<file path="config.mk">
export PLATFORM = sky130hd
export DESIGN_NAME = ex_muldiv_unit_flat
export DESIGN_NICKNAME = d
export VERILOG_FILES = /design/src/rtl/ex_muldiv_if.sv /design/src/rtl/ex_muldiv_unit.sv /design/src/flat_wrapper.sv
export SDC_FILE = /design/constraint.sdc
export NUM_CORES = 1
export LEC_CHECK = 0
export CORE_MARGIN = 2
export CORE_UTILIZATION = 54
export CTS_BUF_LIST = sky130_fd_sc_hd__clkbuf_16
export DETAILED_ROUTE_END_ITERATION = 8
export GPL_TIMING_DRIVEN = 0
export PLACE_DENSITY = 0.8
export REMOVE_ABC_BUFFERS = 1
export SLEW_MARGIN = 20
export SYNTH_ARGS = -nofsm -noshare
export SYNTH_HDL_FRONTEND = slang
export SYNTH_SLANG_ARGS = --single-unit
</file>
<file path="constraint.sdc">
create_clock -name clk -period 8.2 [get_ports clk]
set_clock_uncertainty 0.1 [all_clocks]
set_input_delay 1.64 -clock clk [delete_from_list [all_inputs] [get_ports clk]]
set_output_delay 1.64 -clock clk [all_outputs]
set_load 0.05 [all_outputs]
</file>
<file path="src/rtl/ex_muldiv_if.sv">
// Request/result bundle between the EX stage and the iterative multiply/divide unit.
interface ex_muldiv_if #(
  parameter int unsigned WIDTH = 32
);
  logic             start;
  logic [1:0]       op;
  logic [WIDTH-1:0] busA;
  logic [WIDTH-1:0] busB;
  logic             flush;
  logic [WIDTH-1:0] hi;
  logic [WIDTH-1:0] lo;
  logic             busy;

  modport master (
    output start, op, busA, busB, flush,
    input  hi, lo, busy
  );

  modport slave (
    input  start, op, busA, busB, flush,
    output hi, lo, busy
  );
endinterface

</file>
<file path="src/rtl/ex_muldiv_unit.sv">
// Iterative radix-2 multiply (shift-add) / restoring divide engine producing HI/LO and a stall.
// Define MULDIV_SIGNED_EN to enable signed MULT/DIV; otherwise every op is unsigned.
module ex_muldiv_unit #(
  parameter int unsigned WIDTH = 32,
  parameter int unsigned CNT_W = 6
) (
  input logic        clk,
  input logic        reset,
  ex_muldiv_if.slave bus
);

  typedef enum logic [0:0] {StIdle, StRun} state_e;

  state_e             state_q, state_d;
  logic [CNT_W-1:0]   cnt_q, cnt_d;
  logic [WIDTH-1:0]   acc_q, acc_d;
  logic [WIDTH-1:0]   sh_q, sh_d;
  logic [WIDTH-1:0]   m_q, m_d;
  logic [WIDTH-1:0]   hi_q, hi_d;
  logic [WIDTH-1:0]   lo_q, lo_d;
  logic               div_q, div_d;

  logic               launch;
  logic               last;
  logic [WIDTH-1:0]   a_mag, b_mag;
  logic [WIDTH:0]     mul_sum, div_shl, div_trial;
  logic [WIDTH-1:0]   step_acc, step_sh;
  logic [WIDTH-1:0]   fin_hi, fin_lo;

  assign launch = (state_q == StIdle) && bus.start && !bus.flush;
  assign last   = (cnt_q == CNT_W'(WIDTH - 1));

`ifdef MULDIV_SIGNED_EN
  logic                 a_neg, b_neg;
  logic                 neg_res_q, neg_rem_q, dz_q;
  logic [2*WIDTH-1:0]   prod, prod_fix;

  assign a_neg = bus.op[0] & bus.busA[WIDTH-1];
  assign b_neg = bus.op[0] & bus.busB[WIDTH-1];
  assign a_mag = a_neg ? -bus.busA : bus.busA;
  assign b_mag = b_neg ? -bus.busB : bus.busB;

  always_ff @(negedge clk or negedge reset) begin
    if (!reset) begin
      neg_res_q <= 1'b0;
      neg_rem_q <= 1'b0;
      dz_q      <= 1'b0;
    end else if (launch) begin
      neg_res_q <= a_neg ^ b_neg;
      neg_rem_q <= a_neg;
      dz_q      <= (bus.busB == '0);
    end
  end

  assign prod     = {step_acc, step_sh};
  assign prod_fix = neg_res_q ? -prod : prod;

  // Divide by zero: quotient forced to all ones; sign-fixed remainder equals the raw dividend.
  always_comb begin
    fin_hi = prod_fix[2*WIDTH-1:WIDTH];
    fin_lo = prod_fix[WIDTH-1:0];
    if (div_q) begin
      fin_hi = neg_rem_q ? -step_acc : step_acc;
      fin_lo = dz_q ? '1 : (neg_res_q ? -step_sh : step_sh);
    end
  end
`else
  logic unused_op0;
  assign unused_op0 = bus.op[0];
  assign a_mag      = bus.busA;
  assign b_mag      = bus.busB;
  // With a zero divisor every trial subtract succeeds, so quotient=all ones, remainder=dividend.
  assign fin_hi     = step_acc;
  assign fin_lo     = step_sh;
`endif

  // Shared step: acc holds the running HI/remainder, sh the multiplier or dividend/quotient.
  assign mul_sum   = {1'b0, acc_q} + {1'b0, (sh_q[0] ? m_q : {WIDTH{1'b0}})};
  assign div_shl   = {acc_q, sh_q[WIDTH-1]};
  assign div_trial = div_shl - {1'b0, m_q};

  always_comb begin
    step_acc = mul_sum[WIDTH:1];
    step_sh  = {mul_sum[0], sh_q[WIDTH-1:1]};
    if (div_q) begin
      if (!div_trial[WIDTH]) begin
        step_acc = div_trial[WIDTH-1:0];
        step_sh  = {sh_q[WIDTH-2:0], 1'b1};
      end else begin
        step_acc = div_shl[WIDTH-1:0];
        step_sh  = {sh_q[WIDTH-2:0], 1'b0};
      end
    end
  end

  // FSM state register
  always_ff @(negedge clk or negedge reset) begin
    if (!reset) begin
      state_q <= StIdle;
    end else begin
      state_q <= state_d;
    end
  end

  // FSM next state; flush wins over completion
  always_comb begin
    state_d = state_q;
    unique case (state_q)
      StIdle:  if (launch) state_d = StRun;
      StRun:   if (bus.flush || last) state_d = StIdle;
      default: state_d = StIdle;
    endcase
  end

  // FSM outputs
  always_comb begin
    bus.busy = reset && (bus.start || (state_q == StRun));
  end

  assign bus.hi = hi_q;
  assign bus.lo = lo_q;

  always_comb begin
    cnt_d = cnt_q;
    acc_d = acc_q;
    sh_d  = sh_q;
    m_d   = m_q;
    div_d = div_q;
    hi_d  = hi_q;
    lo_d  = lo_q;
    if (launch) begin
      cnt_d = '0;
      acc_d = '0;
      div_d = bus.op[1];
      m_d   = bus.op[1] ? b_mag : a_mag;
      sh_d  = bus.op[1] ? a_mag : b_mag;
    end else if ((state_q == StRun) && !bus.flush) begin
      cnt_d = cnt_q + CNT_W'(1);
      acc_d = step_acc;
      sh_d  = step_sh;
      if (last) begin
        hi_d = fin_hi;
        lo_d = fin_lo;
      end
    end
  end

  always_ff @(negedge clk or negedge reset) begin
    if (!reset) begin
      cnt_q <= '0;
      acc_q <= '0;
      sh_q  <= '0;
      m_q   <= '0;
      div_q <= 1'b0;
      hi_q  <= '0;
      lo_q  <= '0;
    end else begin
      cnt_q <= cnt_d;
      acc_q <= acc_d;
      sh_q  <= sh_d;
      m_q   <= m_d;
      div_q <= div_d;
      hi_q  <= hi_d;
      lo_q  <= lo_d;
    end
  end

endmodule

</file>
<file path="src/flat_wrapper.sv">
// flat-port wrapper written by rule: the top's interface ports become plain ports
module ex_muldiv_unit_flat 
#(
  parameter int unsigned WIDTH = 32,
  parameter int unsigned CNT_W = 6
)
  (clk, reset, bus_start, bus_op, bus_busA, bus_busB, bus_flush, bus_hi, bus_lo, bus_busy);
  ex_muldiv_if #(.WIDTH(WIDTH)) bus_i ();
  input logic clk;
  input logic reset;
  input wire logic [$bits(bus_i.start)-1:0] bus_start;
  input wire logic [$bits(bus_i.op)-1:0] bus_op;
  input wire logic [$bits(bus_i.busA)-1:0] bus_busA;
  input wire logic [$bits(bus_i.busB)-1:0] bus_busB;
  input wire logic [$bits(bus_i.flush)-1:0] bus_flush;
  output wire logic [$bits(bus_i.hi)-1:0] bus_hi;
  output wire logic [$bits(bus_i.lo)-1:0] bus_lo;
  output wire logic [$bits(bus_i.busy)-1:0] bus_busy;
  assign bus_i.start = bus_start;
  assign bus_i.op = bus_op;
  assign bus_i.busA = bus_busA;
  assign bus_i.busB = bus_busB;
  assign bus_i.flush = bus_flush;
  assign bus_hi = bus_i.hi;
  assign bus_lo = bus_i.lo;
  assign bus_busy = bus_i.busy;
  ex_muldiv_unit #(.WIDTH(WIDTH), .CNT_W(CNT_W)) u_core (.clk(clk), .reset(reset), .bus(bus_i));
endmodule
</file>
==> results of run 1 <==
==> state kept, by name, indices dropped and copies added (netlist names) <==
name,count
u_core.div_q,1
u_core.cnt_q,6
u_core.bus.lo,32
u_core.sh_q,32
u_core.m_q,32
u_core.acc_q,32
u_core.bus.hi,32
u_core.state_q,1
==> cells in the final DEF, fill, tap and decap left out, types with 8 or more instances in the layout <==
| cell | instances |
|---|---|
| o211ai_1 | 15 |
| a21oi_1 | 104 |
| o21ai_0 | 120 |
| o21a_1 | 11 |
| nand3_1 | 30 |
| and3_1 | 10 |
| mux2_2 | 51 |
| nor3_1 | 16 |
| clkbuf_16 | 17 |
| and2_1 | 39 |
| nand2_1 | 216 |
| o21ai_1 | 9 |
| xor2_1 | 13 |
| clkdlybuf4s50_1 | 131 |
| a22o_1 | 17 |
| nand4_1 | 15 |
| dfrtn_1 | 168 |
| xnor2_1 | 33 |
| inv_1 | 47 |
| a21o_1 | 28 |
| mux2i_1 | 67 |
| nand2b_1 | 16 |
| a22oi_1 | 10 |
| ha_1 | 65 |
| a31oi_1 | 28 |
| nor2_1 | 86 |
| o31ai_1 | 12 |
| a211oi_1 | 14 |
| nor2b_1 | 17 |
| o21bai_1 | 8 |
==> tightest hold or removal path, stage by stage, from the launching register on <==
cell and delay [ps]:
dfrtn_1 400, nand2_1 50, nand2_1 60
==> power by group through the flow <==
stage | Sequential (mW) | Combinational, mW | Clock, mW
2_1_floorplan | 1.07 | 1.04 | 0
3_3_place_gp | 1.14 | 1.35 | 0
3_5_place_dp | 1.12 | 1.42 | 0
4_1_cts | 1.10 | 1.43 | 0.826
5_1_grt | 1.12 | 1.60 | 0.858
6_report | 1.11 | 1.46 | 0.821
==> routing by layer <==
| layer | global-route usage (%) | wire, um | up-vias |
|---|---|---|---|
| li1 | - | - | 5355 |
| met1 | 43.35 | 16120 | 5510 |
| met2 | 45.60 | 15890 | 457 |
| met3 | 4.931 | 2591 | 84 |
| met4 | 11.07 | 1127 | 0 |
| met5 | 0 | 0 | - |
==> timing repair <==
item,in CTS,in global routing
resized for setup,1,1
pin swaps,0,0
endpoints found under the setup margin,14,2
==> cell type report <==
class / count / area [um^2] / share of cell area (%)
multi-input combinational: 1143 / 7540 / 52.00
sequential: 168 / 4204 / 28.99
timing repair buffer: 149 / 1645 / 11.35
clock buffer: 17 / 425.4 / 2.934
tap: 285 / 356.6 / 2.459
inverter: 47 / 176.4 / 1.217
clock inverter: 14 / 152.6 / 1.053
==> how the worst min path moves through the flow <==
stage / startpoint / to / slack (ps) / cells past startpoint
finish: u_core.bus.lo[26] / u_core.bus.lo[26] / 320 / 2
global route: u_core.bus.hi[30] / u_core.bus.hi[30] / 340 / 2
CTS: u_core.bus.lo[26] / u_core.bus.lo[26] / 320 / 2
detailed placement: u_core.bus.lo[26] / u_core.bus.lo[26] / 320 / 2
global placement: u_core.cnt_q[5] / u_core.cnt_q[5] / 310 / 1
floorplan: u_core.cnt_q[5] / u_core.cnt_q[5] / 290 / 1
==> cell families (layout without fill, tap and decap cells) <==
logic type	count (synthesis)	in the layout
AND/OR/NAND/NOR	482	482
AO/OA/AOI/OAI	430	430
flip-flops	168	168
buffers and inverters	143	227
multiplexers	118	118
adder cells (fa/ha/maj)	67	67
XOR/XNOR	46	46
==> flow_metrics.py, run 1 <==
metrics = {
    "synthesis": {
        "ys_seq_elements": 168,
        "synth_adder_area_share_pct": 6.958,
        "synth_top_area_share_pct": 34.28,
        "synth_ff_type": "dfrtn_1",
        "seq_area_frac_synth_pct": 34.28,
        "ys_top_cells_by_area": "dfrtn_1 34%, ha_1 6.6%, nand2_1 6.6%, mux2i_1 5.5%, o21ai_0 4.9%",
        "synth_cell_type_count": 73,
        "synth_compound_area_share_pct": 22.25,
        "avgSynthCellArea_um2": 8.435,
        "synthArstFlopShare_pct": 100.0,
        "synthesis.area_um2": 12260,
        "yosysTopAreaCell": "dfrtn_1",
        "synth-xor-area-share_pct": 3.285,
        "synth_edf_count": 0,
        "syn-instance-count": 1454,
        "ys_top_cells_by_count": "216 x nand2_1, 168 x dfrtn_1, 120 x o21ai_0, 104 x a21oi_1, 86 x nor2_1",
        "synthSimpleGateAreaFrac_pct": 18.34,
        "synthMuxAreaShare_pct": 10.15,
        "synth.most_common_cell": "nand2_1",
        "synth_top_family_by_area": "compound AO/OA/AOI/OAI gates",
        "yosys_warnings": 0,
    },
    "worst_setup_path": {
        "reg2reg_from": "u_core.sh_q[31]",
        "crit_family": "flip-flops",
        "path_cells": "o21a_1 -> clkdlybuf4s50_1",
        "crit_start": "u_core.state_q",
        "cpMaxStageDelayCell": "dfrtn_1",
        "cp.depth": 2,
        "r2r-end": "u_core.acc_q[17]",
        "crit_buf_inv": 1,
        "crit_arrival_ps": 6400,
        "path_max_fanout": 14,
        "r2r_slack_ps": 2980,
        "crit_type": "flip-flop to output pin",
        "crit_path_end_kind": "output pin",
        "crit_path_start_kind": "flip-flop",
        "crit_required_ps": 6460,
        "r2r_cells": 12,
        "max_stage_delay_ps": 870,
        "crit_end": "bus_busy",
    },
    "final_layout": {
        "fillers": 1848,
        "area_growth_pct": 18.23,
        "final_cell_area_um2": 14500,
        "drive_above_1_share_pct": 7.932,
        "final_cells": 1823,
        "nNetsFinal": 1663,
        "antennaDiodeCount": 0,
        "fin_util_pct": 64.63,
    },
    "timing": {
        "hold_violations": 0,
        "max_slew_margin_pct": 25.44,
        "slew_viol_final": 0,
        "finalSetupViolations": 0,
        "layout_setup_ws_ps": 60.86,
        "hold-worst-slack_ps": 318.7,
        "rsz0062_at_grt": "false",
        "tightest_slew_ps": 1118,
        "tns_ps": 0,
    },
    "route": {
        "first_pass_iters": 5,
        "drt-initial-drc-count": 1062,
        "drt_wl_total_mm": 35.73,
        "vias": 11406,
        "drc": 0,
        "antenna_left": 0,
        "wire_per_inst_um": 19.60,
        "routed_via_density": 6.257,
    },
    "clocking": {
        "cts.sinks": 168,
        "htreeDepth": 4,
        "cts_hold_buf": 0,
        "worstSkewPairLatency_ps": 420,
        "numCtsBuffers": 17,
        "cts_setup_buffers": 0,
        "clockBufferDepth": 2,
        "cts-root-buf": "clkbuf_16",
        "clk_pin_slew_ps": 60,
        "cts_tree": "yes",
    },
    "pwr": {
        "p_per_area_nw_per_um2": 233.9,
        "ir_drop_uv": 140.5,
        "intPower_mw": 1.973,
        "p_switching_mw": 1.419,
        "sw_frac_of_total_pct": 41.83,
        "p_leak_nw": 6.734,
        "combPwrFrac_pct": 43.1,
        "clkPwrFrac_pct": 24.2,
        "report.power.total_mw": 3.392,
        "seq_power_share_pct": 32.7,
    },
    "placement": {
        "place_area_um2": 13910,
        "hpwlAfterDp_mm": 25.69,
        "gp_congestion": 0.9305,
        "io_buffers": 133,
        "placedCellCount": 1792,
        "dp_slack_ps": -564.8,
    },
    "grt": {
        "grt_max_degree": 92,
        "grt_usage_pct": 30.04,
        "grt_pass1_vias": 10779,
        "antenna_found_initial": 0,
        "grt_pass1_wl_mm": 57.28,
        "grt_overflow": 0,
    },
    "die": {
        "start_util_pct": 54.67,
        "fp.dieW_um": 154.7,
        "dieArea_um2": 23930,
        "core_region_area_um2": 22430,
        "die_y_um": 154.7,
        "row_count": 55,
        "ios": 135,
    },
    "worst_hold_path": {
        "hp-class": "flip-flop to flip-flop",
    },
    "flow_run": {
        "drv_cap": 0,
    },
    "status": {
        "status": "finished, final reports clean",
    },
}
No activity file was read; power rests on OpenSTA's default activity.
==> run 2, diff against run 1 <==
PLACE_DENSITY = 0.81   (was 0.8)
==> run 2 against run 1 <==
Net effect:
- total power up 0.53%
- worst setup slack lost 28 ps
- cell area about the same
- critical path depth is 7 higher
- combinational power hardly changed
- count of clock-buffer cells in the layout unchanged
- register-to-register slack got worse by 30 ps
- first-iteration DRC count fell by 3.0%
- critical endpoint is now u_core.sh_q[28]
- highest routed layer unchanged
==> flow_metrics.py, run 2 (synthesis gave the netlist of run 1 again) <==
metrics = {
    "final_layout": {
        "final_cell_area_um2": 14510,
        "area_growth_pct": 18.28,
        "mostFrequentLayoutCells": "216 x nand2_1, 168 x dfrtn_1, 130 x clkdlybuf4s50_1",
        "nNetsFinal": 1661,
        "fin_util_pct": 64.66,
        "antennaDiodeCount": 0,
        "drive_above_1_share_pct": 7.807,
        "final_common_cell": "nand2_1",
    },
    "timing": {
        "tns_ps": 0,
        "rsz0062_at_grt": "true",
        "hold_violations": 0,
        "slew_viol_final": 0,
        "max_slew_margin_pct": 26.23,
        "finalSetupViolations": 0,
        "tightest_slew_ps": 1107,
        "layout_setup_ws_ps": 33.04,
    },
    "die": {
        "row_count": 55,
        "core_region_area_um2": 22430,
        "dieArea_um2": 23930,
        "die_y_um": 154.7,
        "start_util_pct": 54.67,
        "ios": 135,
        "fp.dieW_um": 154.7,
    },
    "route": {
        "drc": 0,
        "drt_wl_total_mm": 35.63,
        "routed_via_density": 6.225,
        "vias": 11342,
        "antenna_left": 0,
        "first_pass_iters": 6,
        "drt-initial-drc-count": 1030,
        "wire_per_inst_um": 19.55,
    },
    "status": {
        "status": "finished, final reports clean",
    },
    "worst_setup_path": {
        "crit_type": "input port to flip-flop",
        "crit_path_end_kind": "flip-flop",
        "crit_required_ps": 4220,
        "crit_path_start_kind": "input port",
        "path_max_fanout": 36,
        "crit_arrival_ps": 4190,
    },
    "grt": {
        "grt_usage_pct": 29.97,
        "grt_max_degree": 94,
        "grt_pass1_wl_mm": 57.17,
        "grt_overflow": 0,
        "antenna_found_initial": 0,
        "grt_pass1_vias": 10791,
    },
    "placement": {
        "io_buffers": 133,
        "place_area_um2": 13880,
        "hpwlAfterDp_mm": 25.41,
        "gp_congestion": 0.9326,
        "dp_slack_ps": -570.8,
    },
    "pwr": {
        "p_per_area_nw_per_um2": 235.0,
        "ir_drop_uv": 144.9,
        "p_leak_nw": 6.752,
    },
    "clocking": {
        "cts.sinks": 168,
        "cts_setup_buffers": 0,
        "worstSkewPairLatency_ps": 420,
        "cts-root-buf": "clkbuf_16",
        "htreeDepth": 4,
        "cts_tree": "yes",
        "clockBufferDepth": 2,
        "numCtsBuffers": 17,
        "clk_pin_slew_ps": 50,
        "cts_hold_buf": 0,
    },
    "worst_hold_path": {
        "hp-class": "flip-flop to flip-flop",
    },
    "flow_run": {
        "drv_cap": 0,
    },
}
==> run 2: cell types whose count changed in the layout (fill, tap and decap cells not counted), sizes merged <==
cell	change
clkinv	+4
buf	-2
clkinvlp	-2
inv	-2
bufinv	+1
clkdlybuf4s50	-1
dlymetal6s2s	+1
==> run 2: final cells by class <==
type	count	area [um^2]
Sequential cell	168	4204
Fill cell	1852	7928
Timing Repair Buffer	147	1622
Tap cell	285	356.6
Inverter	47	176.4
Clock buffer	17	425.4
Clock inverter	15	182.7
Multi-Input combinational cell	1143	7540
==> run 2: through the flow <==
stage / total power, mW / cells / hold slack (ps)
floorplan: 2.107 / 1358 / 290.4
finish: 3.410 / 1822 / 323.8
global route: 3.612 / 1822 / 352.1
detailed placement: 2.524 / 1790 / 322.3
global placement: 2.476 / 1776 / 311.9
CTS: 3.380 / 1822 / 325.2
==> run 2: critical path, cell delays in order <==
cell and delay [ps]:
clkdlybuf4s50_1 550, nor2b_2 560, nor2b_4 490, buf_16 240, buf_16 200, buf_12 210
nand2_1 80, o21ai_0 80, o21ai_0 90
==> run 2: routing by layer <==
metal  part of all wire, %  GRT usage [%]  vias to the layer above
met2                    46          48.21                      458
met5                     0              0                        -
met4                   2.4          9.347                        0
li1                      -              -                     5346
met1                    43          41.56                     5468
met3                   8.3          5.127                       70
==> run 2: report_power, final <==
| part | total, mW | leakage, nW | internal [mW] | switching [mW] |
|---|---|---|---|---|
| clock network | 0.851 | 0.298 | 0.439 | 0.412 |
| registers | 1.11 | 2.19 | 0.957 | 0.154 |
| logic | 1.45 | 4.27 | 0.604 | 0.844 |
| total | 3.41 | 6.75 | 2.00 | 1.41 |
==> run 2: final timing paths <==
kind	start	endpoint	slack (ps)	cells after the start
hold reg to reg	u_core.bus.lo[24]	u_core.bus.lo[24]	320	2
max in group asynchronous	reset	u_core.bus.hi[26]	2010	2
min in group asynchronous	reset	u_core.bus.lo[4]	5070	1
setup / recovery	bus_start	u_core.sh_q[28]	30	9
hold / removal	u_core.bus.lo[24]	u_core.bus.lo[24]	320	2
setup reg to reg	u_core.sh_q[31]	u_core.acc_q[17]	2950	12
==> run 2: repair_timing <==
action / CTS / global route
pin swaps: 0 / 0
gates resized for setup: 1 / 2
setup endpoints to repair: 5 / 3
